===== config.mk =====
export PLATFORM = sky130hd
export DESIGN_NAME = flow_fetch_flat
export DESIGN_NICKNAME = d
export VERILOG_FILES = /design/src/rtl/flow_fetch_if.sv /design/src/rtl/flow_fetch.sv /design/src/flat_wrapper.sv
export SDC_FILE = /design/constraint.sdc
export NUM_CORES = 1
export LEC_CHECK = 0
export ABC_AREA = 1
export BUFFER_PORTS_ARGS = -buffer_cell sky130_fd_sc_hd__buf_2
export CORE_ASPECT_RATIO = 0.5
export CORE_MARGIN = 2
export CORE_UTILIZATION = 53
export CTS_CLUSTER_DIAMETER = 30
export DETAILED_ROUTE_END_ITERATION = 8
export GPL_TIMING_DRIVEN = 0
export MAX_ROUTING_LAYER = met4
export PLACE_DENSITY = 0.77
export SLEW_MARGIN = 10
export SYNTH_ARGS = -nofsm -noshare
export SYNTH_HDL_FRONTEND = slang
export SYNTH_SLANG_ARGS = --single-unit

===== constraint.sdc =====
create_clock -name i_clk -period 4.1 [get_ports i_clk]
set_input_delay 0.82 -clock i_clk [delete_from_list [all_inputs] [get_ports i_clk]]
set_output_delay 0.82 -clock i_clk [all_outputs]
set_load 0.01 [all_outputs]

===== src/rtl/flow_fetch_if.sv =====
// Fetch-side bundle: flow-unit redirect, instruction-memory req/gnt/rvalid channel, fetch-queue head.
// master = the fetch unit, slave = its environment (flow unit, imem, decode).
interface flow_fetch_if;
  logic        jump;
  logic [31:0] jump_addr;
  logic        imem_req;
  logic [31:0] imem_addr;
  logic        imem_gnt;
  logic        imem_rvalid;
  logic [31:0] imem_rdata;
  logic        fq_valid;
  logic [31:0] fq_pc;
  logic [31:0] fq_pc_4;
  logic [31:0] fq_instr;
  logic        fq_ready;

  modport master (
    input  jump, jump_addr, imem_gnt, imem_rvalid, imem_rdata, fq_ready,
    output imem_req, imem_addr, fq_valid, fq_pc, fq_pc_4, fq_instr
  );

  modport slave (
    output jump, jump_addr, imem_gnt, imem_rvalid, imem_rdata, fq_ready,
    input  imem_req, imem_addr, fq_valid, fq_pc, fq_pc_4, fq_instr
  );
endinterface


===== src/rtl/flow_fetch.sv =====
// Fetch PC generator + fetch queue; redirects flush the queue and squash in-flight responses by epoch.
// Optional macro FLOW_FETCH_BYPASS_EN: forward a matching response straight to fq_* when the queue is empty.
module flow_fetch #(
  parameter logic [31:0] RESET_PC        = 32'h0000_0000,
  parameter int          FQ_DEPTH        = 4,
  parameter int          MAX_OUTSTANDING = 2
) (
  input  logic          i_clk,
  input  logic          i_reset,
  flow_fetch_if.master  io_bus
);
  localparam int FW = $clog2(FQ_DEPTH);
  localparam int CW = $clog2(FQ_DEPTH + 1);
  localparam int TW = (MAX_OUTSTANDING > 1) ? $clog2(MAX_OUTSTANDING) : 1;
  localparam int OW = $clog2(MAX_OUTSTANDING + 1);

  logic [31:0]   r_fetch_pc;
  logic          r_epoch;
  logic [OW-1:0] r_outstanding;
  logic [31:0]   r_tag_pc [MAX_OUTSTANDING];
  logic          r_tag_ep [MAX_OUTSTANDING];
  logic [TW-1:0] r_tag_wr;
  logic [TW-1:0] r_tag_rd;
  logic [31:0]   r_fq_pc    [FQ_DEPTH];
  logic [31:0]   r_fq_instr [FQ_DEPTH];
  logic [FW-1:0] r_fq_wr;
  logic [FW-1:0] r_fq_rd;
  logic [CW-1:0] r_fq_count;

  logic          w_jump;
  logic [31:0]   w_jump_tgt;
  logic          w_req;
  logic          w_grant;
  logic          w_resp;
  logic          w_accept;
  logic          w_byp;
  logic          w_byp_take;
  logic          w_push;
  logic          w_pop;
  logic          w_fq_nonempty;
  logic [31:0]   w_resp_pc;
  logic [31:0]   w_fq_pc;
  logic [31:0]   w_fq_instr;
  logic          w_fq_valid;

  function automatic logic [TW-1:0] tag_inc(input logic [TW-1:0] p);
    return (int'(p) == MAX_OUTSTANDING - 1) ? '0 : p + TW'(1);
  endfunction

  assign w_jump        = io_bus.jump;
  assign w_jump_tgt    = io_bus.jump_addr & ~32'd3;
  assign w_fq_nonempty = (r_fq_count != '0);

  // Queue slots are reserved per outstanding request, so a response always has room.
  assign w_req = i_reset & !w_jump
               & (int'(r_outstanding) < MAX_OUTSTANDING)
               & (int'(r_outstanding) + int'(r_fq_count) < FQ_DEPTH);

  assign w_grant   = w_req & io_bus.imem_gnt;
  assign w_resp    = io_bus.imem_rvalid & (r_outstanding != '0);
  assign w_resp_pc = r_tag_pc[r_tag_rd];
  assign w_accept  = w_resp & !w_jump & (r_tag_ep[r_tag_rd] == r_epoch);

`ifdef FLOW_FETCH_BYPASS_EN
  assign w_byp = w_accept & !w_fq_nonempty;
`else
  assign w_byp = 1'b0;
`endif

  assign w_byp_take = w_byp & io_bus.fq_ready;
  assign w_push     = w_accept & !w_byp_take;
  assign w_pop      = w_fq_nonempty & io_bus.fq_ready;

  always_comb begin
    w_fq_valid = w_fq_nonempty | w_byp;
    w_fq_pc    = '0;
    w_fq_instr = '0;
    if (w_fq_nonempty) begin
      w_fq_pc    = r_fq_pc[r_fq_rd];
      w_fq_instr = r_fq_instr[r_fq_rd];
    end else if (w_byp) begin
      w_fq_pc    = w_resp_pc;
      w_fq_instr = io_bus.imem_rdata;
    end
  end

  assign io_bus.imem_req  = w_req;
  assign io_bus.imem_addr = r_fetch_pc;
  assign io_bus.fq_valid  = w_fq_valid;
  assign io_bus.fq_pc     = w_fq_pc;
  assign io_bus.fq_pc_4   = w_fq_valid ? (w_fq_pc + 32'd4) : 32'd0;
  assign io_bus.fq_instr  = w_fq_instr;

  always_ff @(posedge i_clk or negedge i_reset) begin
    if (!i_reset) begin
      r_fetch_pc    <= RESET_PC;
      r_epoch       <= 1'b0;
      r_outstanding <= '0;
      r_tag_wr      <= '0;
      r_tag_rd      <= '0;
      r_fq_wr       <= '0;
      r_fq_rd       <= '0;
      r_fq_count    <= '0;
    end else begin
      if (w_jump) begin
        r_fetch_pc <= w_jump_tgt;
        r_epoch    <= ~r_epoch;
      end else if (w_grant) begin
        r_fetch_pc <= r_fetch_pc + 32'd4;
      end

      if (w_grant) r_tag_wr <= tag_inc(r_tag_wr);
      if (w_resp)  r_tag_rd <= tag_inc(r_tag_rd);
      case ({w_grant, w_resp})
        2'b10:   r_outstanding <= r_outstanding + OW'(1);
        2'b01:   r_outstanding <= r_outstanding - OW'(1);
        default: ;
      endcase

      // Tags and outstanding survive a redirect so stale responses drain through the epoch check.
      if (w_jump) begin
        r_fq_rd    <= r_fq_wr;
        r_fq_count <= '0;
      end else begin
        if (w_push) r_fq_wr <= r_fq_wr + FW'(1);
        if (w_pop)  r_fq_rd <= r_fq_rd + FW'(1);
        case ({w_push, w_pop})
          2'b10:   r_fq_count <= r_fq_count + CW'(1);
          2'b01:   r_fq_count <= r_fq_count - CW'(1);
          default: ;
        endcase
      end
    end
  end

  always_ff @(posedge i_clk) begin
    if (w_grant) begin
      r_tag_pc[r_tag_wr] <= r_fetch_pc;
      r_tag_ep[r_tag_wr] <= r_epoch;
    end
    if (w_push) begin
      r_fq_pc[r_fq_wr]    <= w_resp_pc;
      r_fq_instr[r_fq_wr] <= io_bus.imem_rdata;
    end
  end
endmodule


===== src/flat_wrapper.sv =====
// flat-port wrapper written by rule: the top's interface ports become plain ports
module flow_fetch_flat 
#(
  parameter logic [31:0] RESET_PC        = 32'h0000_0000,
  parameter int          FQ_DEPTH        = 4,
  parameter int          MAX_OUTSTANDING = 2
)
  (i_clk, i_reset, io_bus_jump, io_bus_jump_addr, io_bus_imem_gnt, io_bus_imem_rvalid, io_bus_imem_rdata, io_bus_fq_ready, io_bus_imem_req, io_bus_imem_addr, io_bus_fq_valid, io_bus_fq_pc, io_bus_fq_pc_4, io_bus_fq_instr);
  flow_fetch_if io_bus_i ();
  input  logic i_clk;
  input  logic i_reset;
  input wire logic [$bits(io_bus_i.jump)-1:0] io_bus_jump;
  input wire logic [$bits(io_bus_i.jump_addr)-1:0] io_bus_jump_addr;
  input wire logic [$bits(io_bus_i.imem_gnt)-1:0] io_bus_imem_gnt;
  input wire logic [$bits(io_bus_i.imem_rvalid)-1:0] io_bus_imem_rvalid;
  input wire logic [$bits(io_bus_i.imem_rdata)-1:0] io_bus_imem_rdata;
  input wire logic [$bits(io_bus_i.fq_ready)-1:0] io_bus_fq_ready;
  output wire logic [$bits(io_bus_i.imem_req)-1:0] io_bus_imem_req;
  output wire logic [$bits(io_bus_i.imem_addr)-1:0] io_bus_imem_addr;
  output wire logic [$bits(io_bus_i.fq_valid)-1:0] io_bus_fq_valid;
  output wire logic [$bits(io_bus_i.fq_pc)-1:0] io_bus_fq_pc;
  output wire logic [$bits(io_bus_i.fq_pc_4)-1:0] io_bus_fq_pc_4;
  output wire logic [$bits(io_bus_i.fq_instr)-1:0] io_bus_fq_instr;
  assign io_bus_i.jump = io_bus_jump;
  assign io_bus_i.jump_addr = io_bus_jump_addr;
  assign io_bus_i.imem_gnt = io_bus_imem_gnt;
  assign io_bus_i.imem_rvalid = io_bus_imem_rvalid;
  assign io_bus_i.imem_rdata = io_bus_imem_rdata;
  assign io_bus_i.fq_ready = io_bus_fq_ready;
  assign io_bus_imem_req = io_bus_i.imem_req;
  assign io_bus_imem_addr = io_bus_i.imem_addr;
  assign io_bus_fq_valid = io_bus_i.fq_valid;
  assign io_bus_fq_pc = io_bus_i.fq_pc;
  assign io_bus_fq_pc_4 = io_bus_i.fq_pc_4;
  assign io_bus_fq_instr = io_bus_i.fq_instr;
  flow_fetch #(.RESET_PC(RESET_PC), .FQ_DEPTH(FQ_DEPTH), .MAX_OUTSTANDING(MAX_OUTSTANDING)) u_core (.i_clk(i_clk), .i_reset(i_reset), .io_bus(io_bus_i));
endmodule

==> impl_metrics.env <==
export IMPL_ff2ff_setup_slack_ps=1260
export IMPL_top_layer="met4"
export IMPL_critPathArrivalTime_ps=3110
export IMPL_met1_length_mm=16.45
export IMPL_row_count=44
export IMPL_syn_inst=1579
export IMPL_antenna_left=0
export IMPL_ff2ff_path_depth=9
export IMPL_wl_met2_mm=20.02
export IMPL_power_share_clock=0.274
export IMPL_timing_rr_start="u_core.r_fq_count[1]$_DFFE_PN0P_"
export IMPL_final_cells=2253
export IMPL_dp_hpwl_mm=28.71
export IMPL_mappedNetlistArea_mm2=0.01599
export IMPL_diodes=0
export IMPL_grt_pass1_wl_mm=62.97
export IMPL_postSynthAreaPerCell_um2=10.13
export IMPL_dominantRegCellSynth="edfxtp_1"
export IMPL_yosys_top_cells_count="439 x nand2_1, 310 x edfxtp_1, 228 x nor2_1"
export IMPL_antenna_found_initial=0
export IMPL_power_density_mw_per_mm2=711.7
export IMPL_cts_made_buffers=42
export IMPL_vias_per_cell=5.397
export IMPL_route_met3_wl_mm=3.002
export IMPL_core_mm2=0.02934
export IMPL_period_share=0.9589
export IMPL_clk_pin_slew_ps=60
export IMPL_ys_warn_count=0
export IMPL_cellLeakagePower_nw=7.969
export IMPL_worstSetupPathType="flip-flop to primary output"
export IMPL_postSynth_asyncResetShare=0.1193
export IMPL_initial_utilization=0.5450
export IMPL_finalSetupViolations=0
export IMPL_skew_ps=27.58
export IMPL_post_synth_top_count_cell="nand2_1"
export IMPL_clock_fmax_mhz=254.4
export IMPL_grt_total_usage=0.2678
export IMPL_maxSlewHeadroom=0.3221
export IMPL_grt_max_degree=44
export IMPL_drc=0
export IMPL_p_sw_mw=5.443
export IMPL_firstDrtPassIters=5
export IMPL_cts_root_buffer="clkbuf_16"
export IMPL_synth_cell_types=38
export IMPL_hold_class="primary input to asynchronous set/reset pin"
export IMPL_nFillCells=2221
export IMPL_crit_required_ps=3280
export IMPL_hold_viol_final=0
export IMPL_maxSlewViolCount=0
export IMPL_ios=200
export IMPL_dr_total_vias=12159
export IMPL_post_route_cells_drive_above_1_share=0.2035
export IMPL_seqPwrFrac=0.336
export IMPL_r2r_end="u_core.r_tag_pc[1][23]$_DFFE_PP_"
export IMPL_gp_congestion=0.9919
export IMPL_cts_tree="built"
export IMPL_dieArea_mm2=0.03167
export IMPL_port_buffers=190
export IMPL_cts_sinks=352
export IMPL_endpoint_kind="primary output"
export IMPL_synth_top_area_frac=0.5821
export IMPL_start_kind="flip-flop"
export IMPL_nets=1908
export IMPL_insertion_delay_ps=550
export IMPL_die_x_um=249.7
export IMPL_internal_power_mw=8.238
export IMPL_ys_seq_area_frac=0.6478
export IMPL_yosys_area_top_type="edfxtp_1"
export IMPL_grt_ovfl_total=0
export IMPL_cap_violations=0
export IMPL_die_h_um=126.8
export IMPL_cp_max_fo=10
export IMPL_status="finished clean"
export IMPL_grt_pass1_vias=11618
export IMPL_worstMarginPinSlew_ps=1017
export IMPL_wl_per_cell_um=18.14
export IMPL_clockBufferDepth=3
export IMPL_rsz0062_at_grt="no"
export IMPL_wirelength_mm=40.88
export IMPL_switching_share=0.3978
export IMPL_synth_edff_count=310
export IMPL_post_route_min_period_ps=3931
export IMPL_syn_to_final_growth_pct=20.20
export IMPL_synth_seq_cells=352
export IMPL_ir_drop_mv=0.3168
export IMPL_ys_top_cells_by_area="edfxtp_1 58%, nand2_1 10%, dfrtp_1 6.6%"
export IMPL_drt_iter0_markers=1271
export IMPL_placed_cell_area_mm2=0.01775
export IMPL_placedCellCount=2176
export IMPL_htree_levels=2
export IMPL_pwr_share_comb=0.390
export IMPL_final_cell_area_mm2=0.01922
==> layer usage <==
metal	vias up	track usage
met1	5724	0.3359
met2	555	0.4413
met4	0	0.1081
li1	5773	-
met5	-	-
met3	107	0.04207
==> area by class of cell <==
cell class	count	area (µm²)	share of cell area
Buffer	71	402.9	0.02096
Sequential cell	352	10360	0.5389
Multi-Input combinational cell	1042	4875	0.2536
Tap cell	391	489.2	0.02545
Clock buffer	44	1080	0.05617
Inverter	118	447.9	0.02330
Clock inverter	33	352.8	0.01835
Timing Repair Buffer	202	1216	0.06327
==> how the worst max path moves through the flow <==
stage / end / start / slack, ps
6_report: io_bus_fq_pc_4[30] / u_core.r_fq_rd[0]$_DFFE_PN0P_ / 170
5_1_grt: io_bus_fq_pc_4[30] / u_core.r_fq_rd[0]$_DFFE_PN0P_ / 1
4_1_cts: io_bus_fq_pc_4[18] / u_core.r_fq_count[0]$_DFFE_PN0P_ / 30
3_5_place_dp: io_bus_fq_pc_4[30] / u_core.r_fq_count[0]$_DFFE_PN0P_ / 260
3_3_place_gp: u_core.r_fq_instr[3][23]$_DFFE_PP_ / io_bus_imem_rvalid / -2570
2_1_floorplan: u_core.r_fq_instr[0][0]$_DFFE_PP_ / io_bus_jump / -280
==> metrics by stage <==
stage	setup TNS, ps	worst slack, ps	util	hold slack (ps)	power, mW
6_report	0	168.5	0.6551	453.8	13.68
5_1_grt	0	1.299	0.6551	482.5	14.40
4_1_cts	0	30.17	0.6546	473.4	13.67
3_5_place_dp	0	256.1	0.6051	524.8	9.935
3_3_place_gp	-692400	-2569	0.5947	524.7	9.804
2_1_floorplan	-69840	-281.6	-	491.6	7.857
==> sequential cells by signal, indices dropped and copies added (netlist names) <==
name                     cells
u_core.r_fq_wr               2
u_core.r_tag_rd              1
u_core.r_fq_rd               2
u_core.r_tag_ep              2
u_core.r_fq_instr          128
u_core.r_fq_count            3
u_core.r_tag_wr              1
u_core.r_fq_pc             120
u_core.r_tag_pc             60
u_core.r_epoch               1
u_core.io_bus.imem_addr     30
u_core.r_outstanding         2
==> placed cells by master, fill, tap and decap left out, drive strengths merged, types with 8 or more instances in the layout <==
master,count
a21oi,40
buf,250
clkbuf,67
clkinv,12
dfrtp,42
edfxtp,310
ha,8
inv,132
nand2,445
nand3,114
nand4,13
nor2,253
nor3,9
o211ai,12
o21ai,82
xnor2,15
xor2,29
==> what timing repair did <==
item,in CTS,in global routing
hold buffers,0,0
setup buffers,0,1
pin swaps,0,1
endpoints found under the setup margin,11,7
gates resized for setup,6,3
==> cell families (layout without fill, tap and decap cells) <==
logic type	Yosys count	in the layout	synth area share
adder cells (fa/ha/maj)	9	9	0.007511
buffers and inverters	190	468	0.05304
AND/OR/NAND/NOR	840	840	0.2191
other	1	6	0.0002345
XOR/XNOR	44	44	0.02410
flip-flops	352	352	0.6478
AO/OA/AOI/OAI	143	143	0.04819
==> critical path, cell delays in order (launching register included) <==
cell and delay (ps):
dfrtp_1 460, inv_2 210, buf_6 180, nand2_1 60
nand3_1 60, nand2_1 60, nor2_1 340, ha_2 320
inv_1 80, nor2_4 200, nand3_2 160, nor2_1 140
nor2_1 50, nor2_1 100, buf_2 130
==> power by group through the flow <==
stage               registers, mW  clock network (mW)  logic [mW]
floorplan                    4.66                   0        3.20
global placement             4.70                   0        5.11
detailed placement           4.67                   0        5.26
CTS                          4.60                3.77        5.30
global route                 4.63                3.94        5.82
finish                       4.60                3.74        5.33
Note: power is estimated with default switching activity, not from simulation.
